===== src/rtl/avalon_pio_bank.sv =====
// avalon_pio_bank: one Avalon-MM slave combining switch input, debounced
// button input with press-edge capture and a maskable interrupt, and an LED
// output register with atomic set/clear aliases.
//
// Bus protocol: an access happens only on a cycle where chipselect is high.
// A write takes effect on that clock edge. A read (read & ~write) is answered
// on the next cycle on readdata, which then holds until the next read. There
// is no waitrequest, so the master may issue an access every cycle. If read
// and write are both high, the write wins and readdata is left unchanged.
module avalon_pio_bank #(
  parameter int N_SW            = 9,
  parameter int N_BTN           = 4,
  parameter int N_LED           = 8,
  parameter int DEBOUNCE_CYCLES = 500000,
  parameter int BTN_ACTIVE_LOW  = 1
) (
  input  logic              Clk,
  input  logic              Reset,
  input  logic [2:0]        address,
  input  logic              chipselect,
  input  logic              read,
  input  logic              write,
  input  logic [31:0]       writedata,
  output logic [31:0]       readdata,
  output logic              irq,
  input  logic [N_SW-1:0]   switches,
  input  logic [N_BTN-1:0]  buttons,
  output logic [N_LED-1:0]  leds
);

  localparam int CW = $clog2(DEBOUNCE_CYCLES);
  localparam logic [CW-1:0] LAST = CW'(DEBOUNCE_CYCLES - 1);
  // Raw button level that means "not pressed"; synchroniser resets to it.
  localparam logic [N_BTN-1:0] BTN_IDLE = {N_BTN{(BTN_ACTIVE_LOW != 0)}};

  localparam logic [2:0] A_SW = 3'd0, A_BTN = 3'd1, A_LED = 3'd2,
                         A_SET = 3'd3, A_CLR = 3'd4, A_EDGE = 3'd5,
                         A_MASK = 3'd6, A_ID = 3'd7;

  logic [N_SW-1:0]  sw_meta, sw_sync;
  logic [N_BTN-1:0] btn_meta, btn_sync;
  logic [N_BTN-1:0] pressed_sync;
  logic [N_BTN-1:0] stable;
  logic [CW-1:0]    cnt [N_BTN];
  logic [N_BTN-1:0] press;
  logic [N_BTN-1:0] edge_cap, mask;
  logic [N_BTN-1:0] edge_clr;
  logic [N_LED-1:0] led_r;
  logic [31:0]      rdata_mux;
  logic             wr_en, rd_en;
  logic             unused_wd;

  assign wr_en        = chipselect & write;
  assign rd_en        = chipselect & read & ~write;
  assign pressed_sync = (BTN_ACTIVE_LOW != 0) ? ~btn_sync : btn_sync;
  assign leds         = led_r;
  assign unused_wd    = ^writedata;

  // Two-flop synchronisers for all board inputs.
  always_ff @(posedge Clk) begin
    if (Reset) begin
      sw_meta  <= '0;
      sw_sync  <= '0;
      btn_meta <= BTN_IDLE;
      btn_sync <= BTN_IDLE;
    end else begin
      sw_meta  <= switches;
      sw_sync  <= sw_meta;
      btn_meta <= buttons;
      btn_sync <= btn_meta;
    end
  end

  // Per-button debounce: accept a new level after it differs for the full window.
  always_ff @(posedge Clk) begin
    if (Reset) begin
      stable <= '0;
      for (int i = 0; i < N_BTN; i++) cnt[i] <= '0;
    end else begin
      for (int i = 0; i < N_BTN; i++) begin
        if (pressed_sync[i] == stable[i]) begin
          cnt[i] <= '0;
        end else if (cnt[i] == LAST) begin
          stable[i] <= pressed_sync[i];
          cnt[i]    <= '0;
        end else begin
          cnt[i] <= cnt[i] + 1'b1;
        end
      end
    end
  end

  // Press detection: the edge on which stable goes not-pressed -> pressed.
  always_comb begin
    press = '0;
    for (int i = 0; i < N_BTN; i++) begin
      if (pressed_sync[i] && !stable[i] && cnt[i] == LAST) press[i] = 1'b1;
    end
  end

  // W1C clear mask from a write to the EDGE register.
  always_comb begin
    edge_clr = '0;
    if (wr_en && address == A_EDGE) edge_clr = writedata[N_BTN-1:0];
  end

  // Register file: LED with set/clear aliases, edge capture (set beats clear), mask, irq.
  always_ff @(posedge Clk) begin
    if (Reset) begin
      led_r    <= '0;
      edge_cap <= '0;
      mask     <= '0;
      irq      <= 1'b0;
    end else begin
      edge_cap <= (edge_cap & ~edge_clr) | press;
      irq      <= |(edge_cap & mask);
      if (wr_en) begin
        case (address)
          A_LED:   led_r <= writedata[N_LED-1:0];
          A_SET:   led_r <= led_r | writedata[N_LED-1:0];
          A_CLR:   led_r <= led_r & ~writedata[N_LED-1:0];
          A_MASK:  mask  <= writedata[N_BTN-1:0];
          default: ;
        endcase
      end
    end
  end

  // Read multiplexer; unused high bits and write-only registers read as zero.
  always_comb begin
    rdata_mux = '0;
    case (address)
      A_SW:    rdata_mux[N_SW-1:0]  = sw_sync;
      A_BTN:   rdata_mux[N_BTN-1:0] = stable;
      A_LED:   rdata_mux[N_LED-1:0] = led_r;
      A_SET:   rdata_mux = '0;
      A_CLR:   rdata_mux = '0;
      A_EDGE:  rdata_mux[N_BTN-1:0] = edge_cap;
      A_MASK:  rdata_mux[N_BTN-1:0] = mask;
      A_ID:    rdata_mux = {8'h0, 8'(N_BTN), 8'(N_SW), 8'(N_LED)};
      default: rdata_mux = '0;
    endcase
  end

  // Registered read data, held between reads.
  always_ff @(posedge Clk) begin
    if (Reset) begin
      readdata <= '0;
    end else if (rd_en) begin
      readdata <= rdata_mux;
    end
  end

endmodule


===== config.mk =====
export PLATFORM = sky130hd
export DESIGN_NAME = avalon_pio_bank
export DESIGN_NICKNAME = d
export VERILOG_FILES = /design/src/rtl/avalon_pio_bank.sv
export SDC_FILE = /design/constraint.sdc
export NUM_CORES = 1
export LEC_CHECK = 0
export CELL_PAD_IN_SITES_DETAIL_PLACEMENT = 1
export CELL_PAD_IN_SITES_GLOBAL_PLACEMENT = 2
export CORE_ASPECT_RATIO = 1.2
export CORE_MARGIN = 5
export CORE_UTILIZATION = 35
export CTS_CLUSTER_DIAMETER = 100
export DETAILED_ROUTE_END_ITERATION = 8
export PLACE_DENSITY_LB_ADDON = 0.3
export SLEW_MARGIN = 20
export SYNTH_ARGS = -nofsm -noshare
export SYNTH_HDL_FRONTEND = slang
export SYNTH_SLANG_ARGS = --single-unit

===== constraint.sdc =====
create_clock -name Clk -period 2.8 [get_ports Clk]
set_input_delay 0.84 -clock Clk [delete_from_list [all_inputs] [get_ports Clk]]
set_output_delay 0.84 -clock Clk [all_outputs]
set_load 0.03 [all_outputs]

==> results_dict.tcl, run 1 <==
set metrics [dict create \
    use_met1_pct 16.2 \
    finClkSkew_ns 0.00690 \
    cts_tree "built" \
    maxCapViolations 0 \
    detail-route-antenna-nets 0 \
    arrival_ns 1.51 \
    synthFlopType "edfxtp_1" \
    maxSlewHeadroom_pct 59.8 \
    crit_chain "clkdlybuf4s50_1" \
    synthCells 652 \
    avgSynthCellArea_sq_um 10.1 \
    start_kind "flop" \
    grt_pass1_wl_microns 25000 \
    dieWidth_microns 135 \
    ir_drop_uv 398 \
    vias_per_cell 4.80 \
    grt-busiest-layer "met2" \
    cp_slowest_cell "clkdlybuf4s50_1" \
    rsz0062_at_grt "false" \
    seq_area_frac_synth_pct 51.8 \
    netlist-cell-type-count 64 \
    htreeDepth 4 \
    synth_seq_cells 133 \
    synth-edff-count 76 \
    crit_type "reg2out" \
    path_max_fanout 3 \
    wl_microns 14800 \
    overflow 0 \
    cts_root_buffer "clkbuf_16" \
    die-height_microns 161 \
    hold_class "reg2reg" \
    setup_viol 0 \
    status "finished clean" \
    grt_usage_pct 14.2 \
    cts_num_sinks 133 \
    drc 0 \
    cts_made_buffers 17 \
    globalplace.congestion 0.775 \
    fill_cells 2134 \
    vias 5063 \
    hold_viol_final 0 \
    antenna_found_initial 0 \
    diodes 0 \
    p_leak_nw 2.95 \
    worst_pin_slew_ns 0.601 \
    swShare_pct 23.6 \
    r2r_setup_slack_ns 0.53 \
    met3_usage_pct 3.76 \
    dieArea_sq_mm 0.0217 \
    avgRoutedWirePerCell_microns 14.0 \
    internal_power_mw 3.66 \
    total_power_mw 4.78 \
    required_ns 1.96 \
    post-cts-setup-buffer-count 0 \
    ys.warnings.count 0 \
    fin_crit_sh_pct 84.0 \
    layout_min_cycle_time_ns 2.35 \
    grt_max_degree 27 \
    async_flop_share_pct 0 \
    drive_gt1_share_pct 9.39 \
    drt_pass1_iterations 4 \
    initial_utilization_pct 35.3 \
    final_nets 848 \
    hpwl_microns 10800 \
    num_rows 55 \
    crit_buf_inv 1 \
    drv_slew 0 \
    numPortBuffers 48 \
    clock_latency_ns 0.42 \
    pwr-share-clk_pct 47.7 \
    io_pins 94 \
    combPwrFrac_pct 6.3 \
    cts_hold_buf 0 \
    drtIter0Drc 231 \
    fp.coreArea_sq_mm 0.0187 \
    slowest_delay_ns 0.70 \
    fmax_mhz 425 \
    crit_family "buffers and inverters" \
    final_core_util_pct 44.0 \
    cts_resized 0 \
    clockBufferDepth 2 \
    synthToLayoutAreaGrowth_pct 24.7 \
    power.density_mw_per_mm2 581 \
    path_clk_slew_ns 0.06 \
    grt_pass1_vias 5323 \
    seq_area_sq_mm 0.00342 \
    met2_usage_pct 25.3 \
    p_switching_mw 1.13 \
    seqPwrFrac_pct 46.0 \
    synthesis.area_sq_mm 0.00661 \
    worst_setup_path_end_kind "primary output" \
    fin_tns_setup_ns 0 \
    multi_input_area_sq_mm 0.00316 \
]
## synthesized netlist by cell type (all sizes together) (4+ instances only)
library cell	number	area share [%]
a21oi	31	2.4
a221oi	4	0.53
a32o	8	1.2
and3	4	0.38
and4	10	1.3
buf	35	3.6
clkbuf	11	0.64
dfxtp	57	17
edfxtp	76	35
ha	8	1.5
inv	27	1.5
mux2i	9	1.4
nand2	29	1.6
nand2b	4	0.38
nand3	36	2.8
nand4	18	2.0
nor2	86	4.9
nor2b	20	1.9
nor3	16	1.2
nor4	23	2.3
nor4b	4	0.53
o21ai	19	1.4
o31ai	5	0.57
or2	8	0.76
or3	9	0.85
or4	7	0.91
xnor2	35	4.6
xor2	19	2.5
## power by group through the flow
stage          Combinational [mW]  Sequential [mW]  Clock [mW]
2_1_floorplan               0.214             2.23           0
3_3_place_gp                0.291             2.24           0
3_5_place_dp                0.299             2.24           0
4_1_cts                     0.301             2.20        2.35
5_1_grt                     0.336             2.21        2.43
6_report                    0.302             2.20        2.28
## cells in the final DEF, fill, tap and decap left out, drive strengths merged, types with 3 or more instances in the layout
cell           synthesis  final
xor2                  19     19
a21oi                 31     31
xnor2                 35     35
edfxtp                76     76
clkdlybuf4s50          0     47
a41o                   3      3
conb                   2     97
and3                   4      4
dfxtp                 57     57
a32o                   8      8
or3                    9      9
buf                   35     20
a211o                  3      3
clkbuf                11     19
inv                   27     36
nor3                  16     16
o31ai                  5      5
ha                     8      8
nand4                 18     18
or4                    7      7
a21bo                  3      3
nand2                 29     29
nor2b                 20     20
or2                    8      8
nor4                  23     23
mux2i                  9      9
a221oi                 4      4
nand2b                 4      4
nand3                 36     36
o21ai                 19     19
nor4b                  4      4
nor2                  86     86
and4                  10     10
## area by class of cell
| type | count | area share, % |
|---|---|---|
| inverter | 28 | 1.28 |
| timing repair buffer | 67 | 7.65 |
| tap | 256 | 3.89 |
| clock buffer | 19 | 5.63 |
| multi-input combinational | 540 | 38.3 |
| clock inverter | 12 | 1.66 |
| sequential | 133 | 41.6 |
## per-stage QoR
stage               setup slack, ns  hold WS (ns)  std cells  area (sq um)
floorplan                     0.555         0.389        747          6960
global placement              0.159         0.393       1024          7640
CTS                           0.410         0.409       1055          8240
global route                  0.341         0.427       1055          8240
finish                        0.449         0.407       1055          8240
detailed placement            0.125         0.395       1024          7640
## metal layers
layer  share of wire [%]  wire (microns)
met5                   0               0
met4                 1.7             249
met3                 3.4             509
met2                  51            7620
met1                  43            6430
## worst paths after layout
kind                                                from                       to  cells after the start
worst max-delay path                leds[3]$_SDFFE_PP0P_                  leds[3]                      1
worst min-delay path              btn_meta[0]$_SDFF_PP1_   btn_sync[0]$_SDFF_PP1_                      1
worst max register to register  cnt[0][12]$_SDFFCE_PN0P_  cnt[0][8]$_SDFFCE_PN0P_                      5
worst min register to register    btn_meta[0]$_SDFF_PP1_   btn_sync[0]$_SDFF_PP1_                      1
## cells by family (layout without fill, tap and decap cells)
| logic type | Yosys count | count (layout) | share of synthesized area, % |
|---|---|---|---|
| buffers and inverters | 74 | 126 | 5.79 |
| AND/OR/NAND/NOR | 283 | 283 | 23.1 |
| AO/OA/AOI/OAI | 88 | 88 | 8.98 |
| multiplexers | 10 | 10 | 1.53 |
| adder cells (fa/ha/maj) | 8 | 8 | 1.51 |
| other | 2 | 97 | 0.114 |
| flip-flops | 133 | 133 | 51.8 |
| XOR/XNOR | 54 | 54 | 7.16 |
## sequential cells by signal, summed over array words and instances, names as in the netlist, 4 cells and up
| name | cells |
|---|---|
| mask | 4 |
| btn_sync | 4 |
| btn_meta | 4 |
| stable | 4 |
| readdata | 10 |
| sw_sync | 9 |
| leds | 8 |
| edge_cap | 4 |
| cnt | 76 |
| sw_meta | 9 |
Power figures use the tool's default switching activity.
==> run 2, diff against run 1 <==
==> constraint.sdc (replaced) <==
create_clock -name Clk -period 2.2 [get_ports Clk]
set_input_delay 0.66 -clock Clk [delete_from_list [all_inputs] [get_ports Clk]]
set_output_delay 0.66 -clock Clk [all_outputs]
set_load 0.03 [all_outputs]
==> run 2 against run 1 <==
Clock power up 18%. Worst hold slack better by 0.0027 ns. Final cell count increased by 0.95%. Register-to-register slack worse by 0.36 ns. Count of clock-buffer cells in the layout grew 2. Routed wire length rose by 1.0%. Global-route usage is essentially flat. Worst setup slack lost 0.39 ns. Non-clock buffer count grew 9. Critical endpoint is now leds[2]. Core utilization grew 0.50 points. Via count is 0.71% higher.
==> results_dict.tcl, run 2 (synthesized netlist as in run 1, its figures left out) <==
set metrics [dict create \
    ir_drop_uv 619 \
    cts_root_buffer "clkbuf_16" \
    finClkSkew_ns 0.00791 \
    fp.coreArea_sq_mm 0.0187 \
    cp_slowest_cell "clkdlybuf4s50_1" \
    met3_usage_pct 3.92 \
    globalplace.congestion 0.771 \
    grt_usage_pct 14.2 \
    wl_microns 15000 \
    grt_pass1_vias 5282 \
    largest_register "cnt" \
    hpwl_microns 10900 \
    num_rows 55 \
    worstHoldStart "btn_meta[2]$_SDFF_PP1_" \
    clock_latency_ns 0.42 \
    internal_power_mw 4.47 \
    initial_utilization_pct 35.3 \
    whs_ns 0.409 \
    crit_path_end "leds[2]" \
    setup_viol 0 \
    diodes 0 \
    rsz0062_at_grt "false" \
    dieArea_sq_mm 0.0217 \
    clockBufferDepth 2 \
    detail-route-antenna-nets 0 \
    post-cts-setup-buffer-count 0 \
    drc 0 \
    grt_max_degree 29 \
    timing.rr.start "cnt[2][2]$_SDFFCE_PN0P_" \
    reg2reg_to "cnt[2][17]$_SDFFCE_PN0P_" \
    power.density_mw_per_mm2 708 \
    seqPwrFrac_pct 47.5 \
    drtIter0Drc 315 \
    post-route-cell-area_sq_mm 0.00833 \
    swShare_pct 24.2 \
    layout_min_cycle_time_ns 2.14 \
    met2_usage_pct 24.9 \
    r2r_setup_slack_ns 0.17 \
    start_kind "flop" \
    drt_pass1_iterations 4 \
    dpl-instance-area_sq_mm 0.00774 \
    hold_class "reg2reg" \
    cts_made_buffers 17 \
    rr_worst_depth 4 \
    path_max_fanout 3 \
    biggestRegsByFlops "cnt: 76 flops, readdata: 10 flops" \
    synthToLayoutAreaGrowth_pct 26.1 \
    drv_slew 0 \
    vias_per_cell 4.79 \
    pwr-share-clk_pct 45.8 \
    arrival_ns 1.48 \
    die-height_microns 161 \
    drive_gt1_share_pct 10.6 \
    crit_chain "clkdlybuf4s50_1" \
    largest_reg_flops 76 \
    htreeDepth 4 \
    status "finished clean" \
    path_clk_slew_ns 0.06 \
    numPortBuffers 48 \
    grt-busiest-layer "met2" \
    maxCapViolations 0 \
    antenna_found_initial 0 \
    crit_family "buffers and inverters" \
    vias 5099 \
    fin_ws_ns 0.0628 \
    fin_crit_sh_pct 97.1 \
    fmax_mhz 468 \
    crit_type "reg2out" \
    p_switching_mw 1.43 \
    dieWidth_microns 135 \
    p_leak_nw 3.03 \
    mostFrequentLayoutCells "97 x conb_1, 86 x nor2_1, 76 x edfxtp_1, 57 x dfxtp_1, 44 x clkdlybuf4s50_1" \
    cp.depth 1 \
    cts_num_sinks 133 \
    slowest_delay_ns 0.70 \
    final_common_cell "conb_1" \
    overflow 0 \
    cts_tree "built" \
    worst_setup_path_end_kind "primary output" \
    required_ns 1.54 \
    crit_buf_inv 1 \
    startpoint "leds[2]$_SDFFE_PP0P_" \
    use_met1_pct 16.9 \
    avgRoutedWirePerCell_microns 14.0 \
    final_nets 857 \
    io_pins 94 \
    grt_pass1_wl_microns 25100 \
    hold_viol_final 0 \
    pre_cts_slack_ns -0.219 \
    final_core_util_pct 44.5 \
    combPwrFrac_pct 6.7 \
]
## run 2: worst min-delay path by stage
stage	to	slack [ns]	cells past startpoint
final	btn_sync[2]$_SDFF_PP1_	0.41	1
after global routing	btn_sync[2]$_SDFF_PP1_	0.43	1
after CTS	btn_sync[2]$_SDFF_PP1_	0.41	1
after detailed placement	btn_sync[2]$_SDFF_PP1_	0.40	1
after global placement	btn_sync[0]$_SDFF_PP1_	0.39	1
after floorplan	btn_sync[0]$_SDFF_PP1_	0.39	1
## run 2: layout make-up
type                       instances  area, sq um
sequential                       133         3420
multi-input combinational        540         3180
inverter                          28          105
fill                            2163        10400
clock buffer                      21          482
tap                              256          320
timing repair buffer              76          739
clock inverter                    11         85.1
## run 2: power groups by stage
stage / Combinational (mW) / Clock, mW / Sequential [mW]
6_report: 0.398 / 2.70 / 2.80
5_1_grt: 0.440 / 2.90 / 2.81
4_1_cts: 0.395 / 2.80 / 2.80
3_5_place_dp: 0.392 / 0 / 2.85
3_3_place_gp: 0.385 / 0 / 2.85
2_1_floorplan: 0.273 / 0 / 2.84
## run 2: per-layer routing
metal | routed length [microns] | vias up
li1 | - | 2543
met1 | 6500 | 2472
met2 | 7700 | 71
met3 | 589 | 13
met4 | 165 | 0
met5 | 0 | -
## run 2: repair_timing
action                                  CTS  global route
hold buffers                              0             0
pin swaps                                 0             0
gates resized for setup                   1             5
endpoints found under the setup margin    1            25
## run 2: metrics by stage
step                      setup TNS, ns  cells  total power [mW]
after detailed placement          -1.84   1033              3.24
after global placement            -1.61   1033              3.23
after CTS                             0   1065              6.00
final                                 0   1065              5.89
after global routing                  0   1065              6.15
after floorplan                       0    747              3.11
